--- src/rtl/multdiv_unit.sv ---
// Sequential signed multiplier/divider for the execute stage.
// Multiply: radix-2 Booth, one step per clock. Divide: restoring division on
// operand magnitudes, one quotient bit per clock, sign applied at the end.
// Each op spends WIDTH iteration cycles (busy=1) followed by one finalise
// cycle (busy=0) that forms the result and exception. The result lands in
// the registered outputs on entry to DONE, which pulses data_resultRDY.
// That gives a fixed start-to-RDY latency of WIDTH+1 edges.
//
// Handshake: a start (ctrl_MULT or ctrl_DIV) is accepted on any rising edge,
// in any state. A start that arrives while an op is in flight aborts that op
// silently: no data_resultRDY is produced for it. data_resultRDY is a
// single-cycle pulse, and data_result/data_exception are valid while it is
// high. Both outputs then hold until the next op completes. If both start
// strobes are high on the same edge, the multiply is taken.
module multdiv_unit #(
    parameter int WIDTH = 32
) (
    input  logic             clock,
    input  logic             reset,
    input  logic             ctrl_MULT,
    input  logic             ctrl_DIV,
    input  logic [WIDTH-1:0] data_operandA,
    input  logic [WIDTH-1:0] data_operandB,
    output logic [WIDTH-1:0] data_result,
    output logic             data_exception,
    output logic             data_resultRDY,
    output logic             busy,
    output logic [1:0]       dbg_state
);

    localparam int CW = $clog2(WIDTH + 1);
    localparam logic [CW-1:0] CNT_FIN = CW'(WIDTH);

    localparam logic [1:0] S_IDLE = 2'd0;
    localparam logic [1:0] S_MULT = 2'd1;
    localparam logic [1:0] S_DIV  = 2'd2;
    localparam logic [1:0] S_DONE = 2'd3;

    logic [1:0]       state;
    logic [CW-1:0]    cnt;
    // Multiply: acc_hi/acc_lo/booth_q form the Booth shift register.
    // Divide:   acc_hi holds the partial remainder, and acc_lo shifts the
    //           dividend out while the quotient shifts in.
    logic [WIDTH:0]   acc_hi;
    logic [WIDTH-1:0] acc_lo;
    logic             booth_q;
    logic [WIDTH-1:0] op_m;      // multiplicand, or divisor magnitude
    logic             neg_q;     // quotient sign
    logic             div_zero;

    logic             start;
    logic [WIDTH-1:0] abs_a;
    logic [WIDTH-1:0] abs_b;
    logic [WIDTH:0]   nxt_hi;
    logic [WIDTH-1:0] nxt_lo;
    logic             nxt_q;
    logic [WIDTH-1:0] fin_res;
    logic             fin_exc;

    logic [WIDTH:0]     m_ext;
    logic [WIDTH:0]     booth_sum;
    logic [WIDTH:0]     rem_sh;
    logic [WIDTH:0]     trial;
    logic [2*WIDTH-1:0] product;
    logic [WIDTH:0]     prod_top;
    logic [WIDTH-1:0]   q_signed;

    assign start          = ctrl_MULT | ctrl_DIV;
    assign abs_a          = data_operandA[WIDTH-1] ? -data_operandA : data_operandA;
    assign abs_b          = data_operandB[WIDTH-1] ? -data_operandB : data_operandB;
    assign busy           = ((state == S_MULT) || (state == S_DIV)) && (cnt != CNT_FIN);
    assign data_resultRDY = (state == S_DONE);
    assign dbg_state      = state;

    // One multiply (Booth) or divide (restoring) step, plus the finalise values.
    always_comb begin
        m_ext     = {op_m[WIDTH-1], op_m};
        booth_sum = acc_hi;
        rem_sh    = {acc_hi[WIDTH-1:0], acc_lo[WIDTH-1]};
        trial     = rem_sh - {1'b0, op_m};
        nxt_hi    = acc_hi;
        nxt_lo    = acc_lo;
        nxt_q     = booth_q;
        product   = {acc_hi[WIDTH-1:0], acc_lo};
        prod_top  = product[2*WIDTH-1:WIDTH-1];
        q_signed  = neg_q ? -acc_lo : acc_lo;
        fin_res   = '0;
        fin_exc   = 1'b0;

        if (state == S_MULT) begin
            case ({acc_lo[0], booth_q})
                2'b01:   booth_sum = acc_hi + m_ext;
                2'b10:   booth_sum = acc_hi - m_ext;
                default: booth_sum = acc_hi;
            endcase
            nxt_hi  = {booth_sum[WIDTH], booth_sum[WIDTH:1]};
            nxt_lo  = {booth_sum[0], acc_lo[WIDTH-1:1]};
            nxt_q   = acc_lo[0];
            fin_res = product[WIDTH-1:0];
            fin_exc = ~((&prod_top) | ~(|prod_top));
        end else begin
            if (!trial[WIDTH]) begin
                nxt_hi = trial;
                nxt_lo = {acc_lo[WIDTH-2:0], 1'b1};
            end else begin
                nxt_hi = rem_sh;
                nxt_lo = {acc_lo[WIDTH-2:0], 1'b0};
            end
            // A positive quotient of magnitude 2^(WIDTH-1) only comes from INT_MIN / -1.
            if (div_zero || (!neg_q && acc_lo[WIDTH-1])) begin
                fin_res = '0;
                fin_exc = 1'b1;
            end else begin
                fin_res = q_signed;
                fin_exc = 1'b0;
            end
        end
    end

    // Sequencer: accept or restart ops, iterate, finalise, and pulse DONE.
    always_ff @(posedge clock or negedge reset) begin
        if (!reset) begin
            state          <= S_IDLE;
            cnt            <= '0;
            acc_hi         <= '0;
            acc_lo         <= '0;
            booth_q        <= 1'b0;
            op_m           <= '0;
            neg_q          <= 1'b0;
            div_zero       <= 1'b0;
            data_result    <= '0;
            data_exception <= 1'b0;
        end else if (start) begin
            state    <= ctrl_MULT ? S_MULT : S_DIV;
            cnt      <= '0;
            acc_hi   <= '0;
            acc_lo   <= ctrl_MULT ? data_operandA : abs_a;
            op_m     <= ctrl_MULT ? data_operandB : abs_b;
            booth_q  <= 1'b0;
            neg_q    <= data_operandA[WIDTH-1] ^ data_operandB[WIDTH-1];
            div_zero <= (data_operandB == '0);
        end else begin
            case (state)
                S_MULT, S_DIV: begin
                    if (cnt != CNT_FIN) begin
                        acc_hi  <= nxt_hi;
                        acc_lo  <= nxt_lo;
                        booth_q <= nxt_q;
                        cnt     <= cnt + 1'b1;
                    end else begin
                        data_result    <= fin_res;
                        data_exception <= fin_exc;
                        state          <= S_DONE;
                    end
                end
                S_DONE:  state <= S_IDLE;
                default: state <= S_IDLE;
            endcase
        end
    end

endmodule
--- config.mk ---
export PLATFORM = sky130hd
export DESIGN_NAME = multdiv_unit
export DESIGN_NICKNAME = d
export VERILOG_FILES = /design/src/rtl/multdiv_unit.sv
export SDC_FILE = /design/constraint.sdc
export NUM_CORES = 1
export LEC_CHECK = 0
export BUFFER_PORTS_ARGS = -buffer_cell sky130_fd_sc_hd__buf_2
export CAP_MARGIN = 15
export CORE_MARGIN = 1.5
export CORE_UTILIZATION = 31
export DETAILED_ROUTE_END_ITERATION = 8
export PLACE_DENSITY_LB_ADDON = 0.08
export SETUP_SLACK_MARGIN = 0.15
export SYNTH_ARGS = -nofsm -noshare
export SYNTH_HDL_FRONTEND = slang
export SYNTH_SLANG_ARGS = --single-unit
--- constraint.sdc ---
create_clock -name clock -period 5.55 [get_ports clock]
set_clock_uncertainty 0.05 [all_clocks]
set_input_delay 1.11 -clock clock [delete_from_list [all_inputs] [get_ports clock]]
set_output_delay 1.11 -clock clock [all_outputs]
set_load 0.1 [all_outputs]
==> out/results.txt <==
Status = completed
Final TNS setup = 0 ns
Largest family of logic cells by synthesized area = compound AO/OA/AOI/OAI gates
WL/cell = 20.30 um
Slew of the pin with the lowest slew margin = 0.9365 ns
Post-synthesis sequential area ratio = 27.12%
Area growth, synth to finish = 12.63%
Synth top area share = 27.12%
Required time of the critical path = 5.81 ns
Asr flop ratio synth = 100.0%
Area leader, netlist = dfrtp_1
Predominant post-synthesis flop cell = dfrtp_1
CTS tree = yes
Post-synthesis adder-cell area fraction = 7.520%
Via count = 12347
Die width = 207.9 um
DRT iter0 DRCs = 813
DRC = 0
CTS Sinks = 141
Highest Signal Layer = met4
Metal2 WL = 19.80 mm
Final setup vio count = 0
Period utilization = 89.38%
TritonCTS buffer count = 17
Total die area = 43210 um2
Root Buffer = clkbuf_16
RSZ-0062 raised after global routing = no
Max Fclk = 201.6 MHz
# IOs = 105
Pleak = 6.266 nW
Global Route Usage Sum = 21.14%
Fin cells = 2258
Routability Congestion = 0.8981
Layout Utilization = 35.65%
Synth Area in Compound Gates = 25.73%
Initial core utilization = 31.65%
Initial antenna violation count = 1
M1 wire length = 23.19 mm
Overall die height = 207.9 um
Post-Place Cells = 2226
CTS Hold Bufs = 0
Power per cell area = 282.2 nW/um2
Met3 Wirelength = 2.319 mm
Total of max-cap violations = 0
Nature of the critical path endpoint = flip-flop
CTS Buffer Depth = 2
Via/cell ratio = 5.468
VDD IR-drop max = 0.0002272 V
Register clock-pin slew on the reported worst setup and hold paths = 0.07 ns
Area contributors post-synth = dfrtp_1 (27%), ha_1 (7.2%), xnor2_1 (6.9%)
CP startpoint kind = flip-flop
Mean Syn Cell Area = 7.819 um2
Largest net degree at the start of global routing = 70
Maximum fanout along the worst path = 7
Drt first pass iters = 5
Post-synth net total = 1809
Htree depth = 4
Final Hold Fails = 0
#FFs+latches synth = 141
Worst hold start = data_result[2]
Mapped cell area = 13010 um2
Worst Setup SP = op_m[1]
Routed wire length = 45.83 mm
Most common cell after layout, fill and taps aside = nand2_1
Syn Inst Count = 1664
Vias in the first global route = 11764
Critical path arrival = 5.22 ns
Worst min path class = reg2reg
Tot Pwr = 4.136 mW
Worst hold path depth = 2
Final nets = 1859
Post-Synth Simple-Gate Area = 19.49%
Xor/xnor cell area share of the yosys netlist = 11.85%
Post-synth EDFFs = 0
Share of layout cells above drive strength 1 = 12.22%
Min cycle time layout = 4.961 ns
Core area = 41110 um2
ANT nets after route = 0
Synth warn = 0
Post-synthesis mux area share = 3.471%
R2r worst-path depth = 23
Std-Cell Rows = 74
Worst r2r src = op_m[1]
CP Class = reg2reg
Slew Limit Fails = 0
Netlist cell types = 91
Overflow after GRT = 0
Ant diodes = 0
DPL Wire Length = 34.92 mm
Commonest non-fill, non-tap cells in the layout = nand2_1 (206), o21ai_0 (143), dfrtp_1 (141)
Port Buf Inserts = 104
Global-route wire length before repair = 70.86 mm
Max_slew headroom = 37.57%
Worst skew pair latency = 0.45 ns
sequential cells by signal (all words and copies together), names as in the netlist:
name            count
data_result        32
div_zero            1
acc_hi             33
neg_q               1
op_m               32
dbg_state           2
cnt                 6
acc_lo             32
booth_q             1
data_exception      1
synth_stat cells, types with 5 or more instances:
| master | count |
|---|---|
| nor3_1 | 38 |
| nand3_1 | 22 |
| o21ai_0 | 144 |
| o31ai_1 | 15 |
| and3_1 | 8 |
| mux2_2 | 7 |
| nand4_1 | 22 |
| dfrtp_1 | 141 |
| clkbuf_1 | 87 |
| ha_1 | 75 |
| a21oi_1 | 129 |
| nand2_1 | 206 |
| a21o_1 | 29 |
| nor2b_1 | 22 |
| a211oi_1 | 16 |
| nor2_1 | 132 |
| xnor2_1 | 102 |
| a31oi_1 | 23 |
| buf_1 | 9 |
| mux2i_1 | 35 |
| o21ai_1 | 33 |
| o21a_1 | 14 |
| inv_1 | 56 |
| xor2_1 | 74 |
| or3_1 | 5 |
| o211ai_1 | 55 |
| nor4_1 | 25 |
| nand2b_1 | 17 |
area by class of cell:
cell class                      count  area [um2]
Sequential cell                   141        3528
Fill cell                        4400       26460
Tap cell                          532       665.6
Clock inverter                     13       166.4
Timing Repair Buffer              132       749.5
Inverter                           61       229.0
Clock buffer                       18       429.2
Multi-Input combinational cell   1361        8886
worst paths after layout:
| path | end | slack, ns |
|---|---|---|
| worst max register to register | acc_hi[32] | 0.59 |
| worst max-delay path | acc_hi[32] | 0.59 |
| worst min-delay path | data_result[2] | 0.43 |
| min in group asynchronous | data_result[28] | 0.64 |
| worst min register to register | data_result[2] | 0.43 |
| max in group asynchronous | acc_hi[17] | 3.72 |
per-layer routing:
metal | vias to the layer above | global-route usage [%]
li1 | 6073 | -
met1 | 5958 | 31.48
met2 | 295 | 31.68
met3 | 21 | 3.389
met4 | 0 | 4.883
met5 | - | 0
cells by family (layout without fill, tap and decap cells):
logic type                 Yosys count  count (layout)
and+or+nand+nor                    535             535
buffers and inverters              162             224
AOI/OAI and AO/OA                  529             529
DFF                                141             141
xor gates and xnor gates           176             176
adders and majority gates           77              77
muxes                               44              44
power breakdown:
| part | switching, mW | total (mW) | internal, mW |
|---|---|---|---|
| registers | 0.153 | 1.26 | 1.11 |
| clock network | 0.533 | 1.24 | 0.709 |
| logic | 1.02 | 1.63 | 0.610 |
| total | 1.71 | 4.14 | 2.43 |
critical path: stages (launching register included):
cell	delay, ns
dfrtp_1	0.39
inv_1	0.16
ha_1	0.19
and3_1	0.24
nand3_2	0.17
nor4b_4	0.31
buf_4	0.18
nor2_1	0.08
nor4b_2	0.31
and2_1	0.25
a41oi_1	0.16
xnor2_1	0.16
ha_1	0.38
o21ai_0	0.20
nand2b_1	0.09
nand3_1	0.09
a21oi_1	0.05
a211oi_1	0.21
o21ai_0	0.11
a21oi_1	0.15
mux2_1	0.35
mux2_1	0.34
o211ai_1	0.09
a21oi_1	0.10
metrics by stage:
stage               hold slack, ns  setup slack, ns  area [um2]
finish                      0.4302           0.5894       14650
global placement            0.4124           0.5592       14040
global route                0.4554           0.1538       14650
CTS                         0.4344           0.4665       14640
detailed placement          0.4197           0.5009       14040
floorplan                   0.3998            1.132       13010
timing repair:
item	in CTS	in global routing
resized for setup	0	1
endpoints found under the setup margin	0	2
buffers inserted	0	1
Note: power is estimated with default switching activity, not from simulation.
